$ cat src/rtl/ws2812b_timing_pkg.sv
// Shared WS2812B line timing (in 50 MHz clk counts) and receiver line-state encoding.
// Used by both the LED driver and the loop-back receiver.
package ws2812b_timing_pkg;

  localparam int BIT_PERIOD_CLKS        = 62;
  localparam int CODE1_HIGH_CLKS        = 39;
  localparam int CODE0_HIGH_CLKS        = 19;
  localparam int HIGH_THRESHOLD_DEFAULT = 29;
  localparam int MIN_HIGH_DEFAULT       = 8;
  localparam int MAX_HIGH_DEFAULT       = 55;
  localparam int RESET_LOW_CLKS_DEFAULT = 2500;

  localparam int BITS_PER_PIXEL = 24;

  typedef enum logic [1:0] {
    SYNC_WAIT = 2'd0,
    IDLE      = 2'd1,
    HIGH      = 2'd2,
    LOW       = 2'd3
  } rx_state_t;

endpackage

$ cat src/rtl/nrz_bit_decoder.sv
// Synchronizes the WS2812B line, measures high/low widths and classifies each
// pulse into a data bit, a malformed-pulse error, or a reset-low (latch) event.
module nrz_bit_decoder
  import ws2812b_timing_pkg::*;
#(
  parameter int HIGH_THRESHOLD = HIGH_THRESHOLD_DEFAULT,
  parameter int MIN_HIGH       = MIN_HIGH_DEFAULT,
  parameter int MAX_HIGH       = MAX_HIGH_DEFAULT,
  parameter int RESET_LOW_CLKS = RESET_LOW_CLKS_DEFAULT
) (
  input  logic clk,
  input  logic rst_n,
  input  logic leds_line,
  output logic bit_valid,
  output logic bit_value,
  output logic pulse_err,
  output logic reset_seen
);

  localparam int LW = $clog2(RESET_LOW_CLKS + 1);

  localparam logic [5:0]    THRESH_C   = 6'(HIGH_THRESHOLD);
  localparam logic [5:0]    MIN_HIGH_C = 6'(MIN_HIGH);
  localparam logic [5:0]    MAX_HIGH_C = 6'(MAX_HIGH);
  localparam logic [5:0]    SAT_HIGH_C = 6'(MAX_HIGH + 1);
  localparam logic [LW-1:0] LOW_LAST_C = LW'(RESET_LOW_CLKS - 1);

  logic            sync1_r;
  logic            sync2_r;
  logic            prev_r;
  logic            rise_s;
  logic            fall_s;
  rx_state_t       state_r;
  rx_state_t       state_s;
  logic [5:0]      high_cnt_r;
  logic [5:0]      high_cnt_s;
  logic [LW-1:0]   low_cnt_r;
  logic [LW-1:0]   low_cnt_s;
  logic            bit_valid_s;
  logic            bit_value_s;
  logic            pulse_err_s;
  logic            reset_seen_s;
  logic            bit_valid_r;
  logic            bit_value_r;
  logic            pulse_err_r;
  logic            reset_seen_r;

  assign rise_s = sync2_r & ~prev_r;
  assign fall_s = ~sync2_r & prev_r;

  // Two-flop synchronizer plus delayed copy for edge detection.
  always_ff @(posedge clk or negedge rst_n) begin
    if (!rst_n) begin
      sync1_r <= 1'b0;
      sync2_r <= 1'b0;
      prev_r  <= 1'b0;
    end else begin
      sync1_r <= leds_line;
      sync2_r <= sync1_r;
      prev_r  <= sync2_r;
    end
  end

  // Line-state next-state logic, width counters and pulse classification.
  always_comb begin
    state_s      = state_r;
    high_cnt_s   = high_cnt_r;
    low_cnt_s    = low_cnt_r;
    bit_valid_s  = 1'b0;
    bit_value_s  = 1'b0;
    pulse_err_s  = 1'b0;
    reset_seen_s = 1'b0;
    case (state_r)
      SYNC_WAIT: begin
        if (sync2_r) begin
          low_cnt_s = '0;
        end else if (low_cnt_r >= LOW_LAST_C) begin
          low_cnt_s = '0;
          state_s   = IDLE;
        end else begin
          low_cnt_s = low_cnt_r + LW'(1);
        end
      end
      IDLE: begin
        if (rise_s) begin
          high_cnt_s = 6'd1;
          state_s    = HIGH;
        end else begin
          high_cnt_s = 6'd0;
        end
      end
      HIGH: begin
        if (high_cnt_r > MAX_HIGH_C) begin
          pulse_err_s = 1'b1;
          high_cnt_s  = 6'd0;
          low_cnt_s   = '0;
          state_s     = SYNC_WAIT;
        end else if (fall_s) begin
          high_cnt_s = 6'd0;
          if (high_cnt_r < MIN_HIGH_C) begin
            pulse_err_s = 1'b1;
            low_cnt_s   = '0;
            state_s     = SYNC_WAIT;
          end else begin
            bit_valid_s = 1'b1;
            bit_value_s = (high_cnt_r >= THRESH_C);
            low_cnt_s   = LW'(1);
            state_s     = LOW;
          end
        end else if (high_cnt_r == SAT_HIGH_C) begin
          high_cnt_s = high_cnt_r;
        end else begin
          high_cnt_s = high_cnt_r + 6'd1;
        end
      end
      LOW: begin
        if (sync2_r) begin
          high_cnt_s = 6'd1;
          low_cnt_s  = '0;
          state_s    = HIGH;
        end else if (low_cnt_r >= LOW_LAST_C) begin
          reset_seen_s = 1'b1;
          low_cnt_s    = '0;
          state_s      = IDLE;
        end else begin
          low_cnt_s = low_cnt_r + LW'(1);
        end
      end
      default: begin
        high_cnt_s = 6'd0;
        low_cnt_s  = '0;
        state_s    = SYNC_WAIT;
      end
    endcase
  end

  // State, counters and registered classification strobes.
  always_ff @(posedge clk or negedge rst_n) begin
    if (!rst_n) begin
      state_r      <= SYNC_WAIT;
      high_cnt_r   <= 6'd0;
      low_cnt_r    <= '0;
      bit_valid_r  <= 1'b0;
      bit_value_r  <= 1'b0;
      pulse_err_r  <= 1'b0;
      reset_seen_r <= 1'b0;
    end else begin
      state_r      <= state_s;
      high_cnt_r   <= high_cnt_s;
      low_cnt_r    <= low_cnt_s;
      bit_valid_r  <= bit_valid_s;
      bit_value_r  <= bit_value_s;
      pulse_err_r  <= pulse_err_s;
      reset_seen_r <= reset_seen_s;
    end
  end

  assign bit_valid  = bit_valid_r;
  assign bit_value  = bit_value_r;
  assign pulse_err  = pulse_err_r;
  assign reset_seen = reset_seen_r;

endmodule

$ cat src/rtl/ws2812b_receiver.sv
// WS2812B receiver: assembles decoded bits into GRB pixels, tracks pixel position
// within the frame and reports frame latch and decode errors.
module ws2812b_receiver
  import ws2812b_timing_pkg::*;
#(
  parameter int MAX_POS        = 16,
  parameter int HIGH_THRESHOLD = HIGH_THRESHOLD_DEFAULT,
  parameter int MIN_HIGH       = MIN_HIGH_DEFAULT,
  parameter int MAX_HIGH       = MAX_HIGH_DEFAULT,
  parameter int RESET_LOW_CLKS = RESET_LOW_CLKS_DEFAULT
) (
  input  logic                         clk,
  input  logic                         rst_n,
  input  logic                         leds_line,
  output logic                         pixel_valid,
  output logic [$clog2(MAX_POS)-1:0]   pixel_index,
  output logic [7:0]                   pixel_green,
  output logic [7:0]                   pixel_red,
  output logic [7:0]                   pixel_blue,
  output logic                         frame_done,
  output logic [$clog2(MAX_POS):0]     pixel_count,
  output logic                         err_pulse
);

  localparam int IW = $clog2(MAX_POS);
  localparam int CW = IW + 1;

  localparam logic [CW-1:0] MAX_POS_C  = CW'(MAX_POS);
  localparam logic [4:0]    LAST_BIT_C = 5'(BITS_PER_PIXEL - 1);

  logic            bit_valid_s;
  logic            bit_value_s;
  logic            pulse_err_s;
  logic            reset_seen_s;
  logic [23:0]     word_s;
  logic [22:0]     shift_r;
  logic [4:0]      bit_cnt_r;
  logic [CW-1:0]   pix_cnt_r;
  logic            pixel_valid_r;
  logic [IW-1:0]   pixel_index_r;
  logic [7:0]      pixel_green_r;
  logic [7:0]      pixel_red_r;
  logic [7:0]      pixel_blue_r;
  logic            frame_done_r;
  logic [CW-1:0]   pixel_count_r;
  logic            err_pulse_r;

  nrz_bit_decoder #(
    .HIGH_THRESHOLD (HIGH_THRESHOLD),
    .MIN_HIGH       (MIN_HIGH),
    .MAX_HIGH       (MAX_HIGH),
    .RESET_LOW_CLKS (RESET_LOW_CLKS)
  ) u_decoder (
    .clk        (clk),
    .rst_n      (rst_n),
    .leds_line  (leds_line),
    .bit_valid  (bit_valid_s),
    .bit_value  (bit_value_s),
    .pulse_err  (pulse_err_s),
    .reset_seen (reset_seen_s)
  );

  // The 24th bit is taken straight from the decoder so the pixel is presented
  // one cycle after its last bit is classified.
  assign word_s = {shift_r, bit_value_s};

  // Pixel assembly, frame counters and registered output strobes/fields.
  always_ff @(posedge clk or negedge rst_n) begin
    if (!rst_n) begin
      shift_r       <= 23'd0;
      bit_cnt_r     <= 5'd0;
      pix_cnt_r     <= '0;
      pixel_valid_r <= 1'b0;
      pixel_index_r <= '0;
      pixel_green_r <= 8'd0;
      pixel_red_r   <= 8'd0;
      pixel_blue_r  <= 8'd0;
      frame_done_r  <= 1'b0;
      pixel_count_r <= '0;
      err_pulse_r   <= 1'b0;
    end else begin
      pixel_valid_r <= 1'b0;
      frame_done_r  <= 1'b0;
      err_pulse_r   <= 1'b0;
      if (pulse_err_s) begin
        // Malformed pulse abandons the frame; decoder resynchronizes on reset-low.
        err_pulse_r <= 1'b1;
        bit_cnt_r   <= 5'd0;
        pix_cnt_r   <= '0;
      end else if (bit_valid_s) begin
        shift_r <= word_s[22:0];
        if (bit_cnt_r == LAST_BIT_C) begin
          bit_cnt_r <= 5'd0;
          if (pix_cnt_r < MAX_POS_C) begin
            pixel_valid_r <= 1'b1;
            pixel_index_r <= pix_cnt_r[IW-1:0];
            pixel_green_r <= word_s[23:16];
            pixel_red_r   <= word_s[15:8];
            pixel_blue_r  <= word_s[7:0];
            pix_cnt_r     <= pix_cnt_r + CW'(1);
          end else begin
            err_pulse_r <= 1'b1;
          end
        end else begin
          bit_cnt_r <= bit_cnt_r + 5'd1;
        end
      end else if (reset_seen_s) begin
        frame_done_r  <= 1'b1;
        pixel_count_r <= pix_cnt_r;
        err_pulse_r   <= (bit_cnt_r != 5'd0);
        bit_cnt_r     <= 5'd0;
        pix_cnt_r     <= '0;
      end else begin
        bit_cnt_r <= bit_cnt_r;
      end
    end
  end

  assign pixel_valid = pixel_valid_r;
  assign pixel_index = pixel_index_r;
  assign pixel_green = pixel_green_r;
  assign pixel_red   = pixel_red_r;
  assign pixel_blue  = pixel_blue_r;
  assign frame_done  = frame_done_r;
  assign pixel_count = pixel_count_r;
  assign err_pulse   = err_pulse_r;

endmodule

$ cat config.mk
export PLATFORM = sky130hd
export DESIGN_NAME = ws2812b_receiver
export DESIGN_NICKNAME = d
export VERILOG_FILES = /design/src/rtl/ws2812b_timing_pkg.sv /design/src/rtl/nrz_bit_decoder.sv /design/src/rtl/ws2812b_receiver.sv
export SDC_FILE = /design/constraint.sdc
export NUM_CORES = 1
export LEC_CHECK = 0
export CAP_MARGIN = 25
export CORE_AREA = 3 3 105 107
export CTS_CLUSTER_DIAMETER = 50
export DETAILED_ROUTE_END_ITERATION = 12
export DIE_AREA = 0 0 108 110
export PLACE_DENSITY = 0.57
export SYNTH_ARGS = -nofsm -noshare
export SYNTH_HDL_FRONTEND = slang
export SYNTH_SLANG_ARGS = --single-unit
$ cat constraint.sdc
create_clock -name clk -period 2.46 [get_ports clk]
set_input_delay 0.369 -clock clk [delete_from_list [all_inputs] [get_ports clk]]
set_output_delay 0.369 -clock clk [all_outputs]
set_load 0.02 [all_outputs]
==> reports/qor.csv <==
metric,value,unit
cp_num_buf_inv,2,
worst_pin_slew,744,ps
yosys_warnings,0,
synth_fp_nets,396,
synth_area,0.00422,mm^2
fmax,0.482,GHz
dp_slack,397,ps
drive_gt1_share,17.4,%
die_w,108,um
slowest_stage,or4_4,
fin_crit,2070,ps
numPlacedInstances,552,
multi_input_area,0.00173,mm^2
synth_cells,380,
finalSetupViolCount,0,
power_density,522,mW/mm^2
worstSetupPathDepth,6,
numCtsBuffers,9,
fillCellCount,942,
first_global_vias,2841,
synth-edff-count,0,
grt_pass1_wl,13200,um
stdcell_count,568,
grt_max_degree,58,
hold_buffers,0,
dr.pass1.iters,4,
ys_types,47,
htree_levels,3,
crit_required,2740,ps
via_count,2824,
place.gp.congestion,0.823,
synth-main-ff-cell,dfrtp_1,
max_slew_margin,50.4,%
die_h,110,um
postCtsSetupRepairBufs,0,
async_flop_share,100,%
power,2.61,mW
design_area,0.00500,mm^2
worstSetupPathType,reg2reg,
overflow,0,
detail-route-antenna-nets,0,
cts_sinks,96,
core-area,0.0102,mm^2
r2r_cells,6,
ys_ff_latch,96,
critPathTopFamily,simple AND/OR/NAND/NOR gates,
crit_path_end_kind,flip-flop,
cp.arrival,2350,ps
top_level_ports,39,
hold_viol_final,0,
fp-row-count,37,
max_cap_viol_count,0,
min_period_over_period,84.3,%
cts.repair.resized,0,
clk_pin_slew,90,ps
syn_to_final_growth,18.3,%
final_nets,443,
start_util,41.3,%
finish.utilization,48.8,%
drt_first_iter_violations,90,
cts_buffer_depth,2,
portBuffers,38,
dieArea,0.0119,mm^2
status,"complete, no violations",
viasPerCell,4.97,
whs,72.9,ps
cp_max_fo,7,
drcViolationCount,0,
hold_path_class,in2async,
drv_slew,0,
post-dp-hpwl,5350,um
routed_wl,7630,um
avgSynthCellArea,11.1,um^2
rsz0062_at_grt,false,
setup_slack,386,ps
clock_latency,360,ps
setup_tns,0,ps
grt_use_total,14.1,%
yosysSeqAreaShare,56.9,%
antenna_cells,0,
power_leakage,2.33,nW
cts_tree,built,
root_buffer,clkbuf_8,
regArea,0.00240,mm^2
antenna_found_initial,0,
finClkSkew,11.9,ps
postPlaceCellArea,0.00482,mm^2
ir_drop,0.000249,V
slowest_delay,550,ps
crit_path_cell_trace,inv_1 -> ha_1 -> inv_2 -> or4_4 -> a311o_1 -> a22oi_2,
worstSetupStartpointType,flip-flop,
routedWlPerCell,13.4,um
-- registers in the layout, summed over array words and instances, names as in the netlist --
name and flops:
u_decoder.pulse_err 1, pix_cnt_r 5, pixel_count 5, u_decoder.prev_r 1
u_decoder.bit_value 1, pixel_valid 1, pixel_red 8, u_decoder.bit_valid 1
pixel_index 4, u_decoder.sync2_r 1, err_pulse 1, pixel_green 8
bit_cnt_r 5, u_decoder.high_cnt_r 6, u_decoder.sync1_r 1, u_decoder.low_cnt_r 12
u_decoder.reset_seen 1, shift_r 23, frame_done 1, pixel_blue 8
u_decoder.state_r 2
-- layer usage --
layer	wire (um)	vias to the layer above	share of wire [%]	global-route usage (%)
met4	98	0	1.3	5.23
li1	-	1420	-	-
met5	0	-	0	0
met3	241	6	3.2	3.32
met1	3780	1365	50	19.0
met2	3510	33	46	22.3
-- cell usage in the layout, fill, tap and decap left out, drive strengths merged, types with 4 or more instances in the layout --
cell / count
buf: 10
a22o: 6
a21oi: 16
or3: 6
dfrtp: 96
o21ai: 17
clkbuf: 10
nand2b: 8
or4: 5
and3: 4
nand2: 81
inv: 14
o31ai: 4
mux2: 34
nand3: 9
ha: 13
nor2b: 4
nor2: 17
clkdlybuf4s50: 37
nor3: 8
-- kinds of logic (layout without fill, tap and decap cells) --
| logic type | Yosys count | count (layout) | synth area share [%] |
|---|---|---|---|
| flops | 96 | 96 | 56.9 |
| simple gates | 152 | 152 | 17.1 |
| xor+xnor | 3 | 3 | 0.623 |
| compound gates | 60 | 60 | 10.2 |
| mux | 34 | 34 | 9.07 |
| fa+ha+maj | 13 | 13 | 3.85 |
| buf+inv | 22 | 74 | 2.25 |
-- final cells by class --
type,count,share of cell area [%]
tap,136,3.41
clock inverter,6,1.03
inverter,11,0.826
clock buffer,10,2.55
sequential,96,48.1
timing repair buffer,47,9.42
multi-input combinational,262,34.7
-- synth_stat cells, types with 3 or more instances --
library cell,number,share of area (%)
a21oi_1,8,0.95
a21oi_2,8,1.7
a22o_1,6,1.2
a31oi_1,3,0.44
a41oi_1,3,0.62
and3_1,3,0.44
buf_2,4,0.47
clkbuf_1,6,0.53
dfrtp_1,96,57
ha_1,13,3.9
inv_1,10,0.89
mux2_2,33,8.8
nand2_1,81,7.2
nand2b_1,8,1.2
nand3_1,9,1.1
nor2_1,15,1.3
nor2b_1,4,0.59
nor3_1,8,0.95
o21ai_0,17,2.0
o31ai_1,4,0.71
or3_1,6,0.89
or4_1,4,0.71
xnor2_1,3,0.62
-- path summary, 6_finish.rpt --
path | from | end | slack [ps]
min in group clk | u_decoder.sync1_r$_DFF_PN0_ | u_decoder.sync2_r$_DFF_PN0_ | 360
max in group asynchronous | rst_n | pixel_index[2]$_DFFE_PN0P_ | 1720
setup / recovery | u_decoder.state_r[0]$_DFFE_PN0P_ | u_decoder.state_r[0]$_DFFE_PN0P_ | 390
setup reg to reg | u_decoder.state_r[0]$_DFFE_PN0P_ | u_decoder.state_r[0]$_DFFE_PN0P_ | 390
hold / removal | rst_n | frame_done$_DFF_PN0_ | 70
hold reg to reg | u_decoder.sync1_r$_DFF_PN0_ | u_decoder.sync2_r$_DFF_PN0_ | 360
-- power by group --
group          total, mW  internal (mW)  switching, mW
Sequential          1.59           1.58        0.00665
Clock              0.958          0.383          0.575
Combinational     0.0607         0.0171         0.0437
Total               2.61           1.98          0.625
Note: power is estimated with default switching activity, not from simulation.
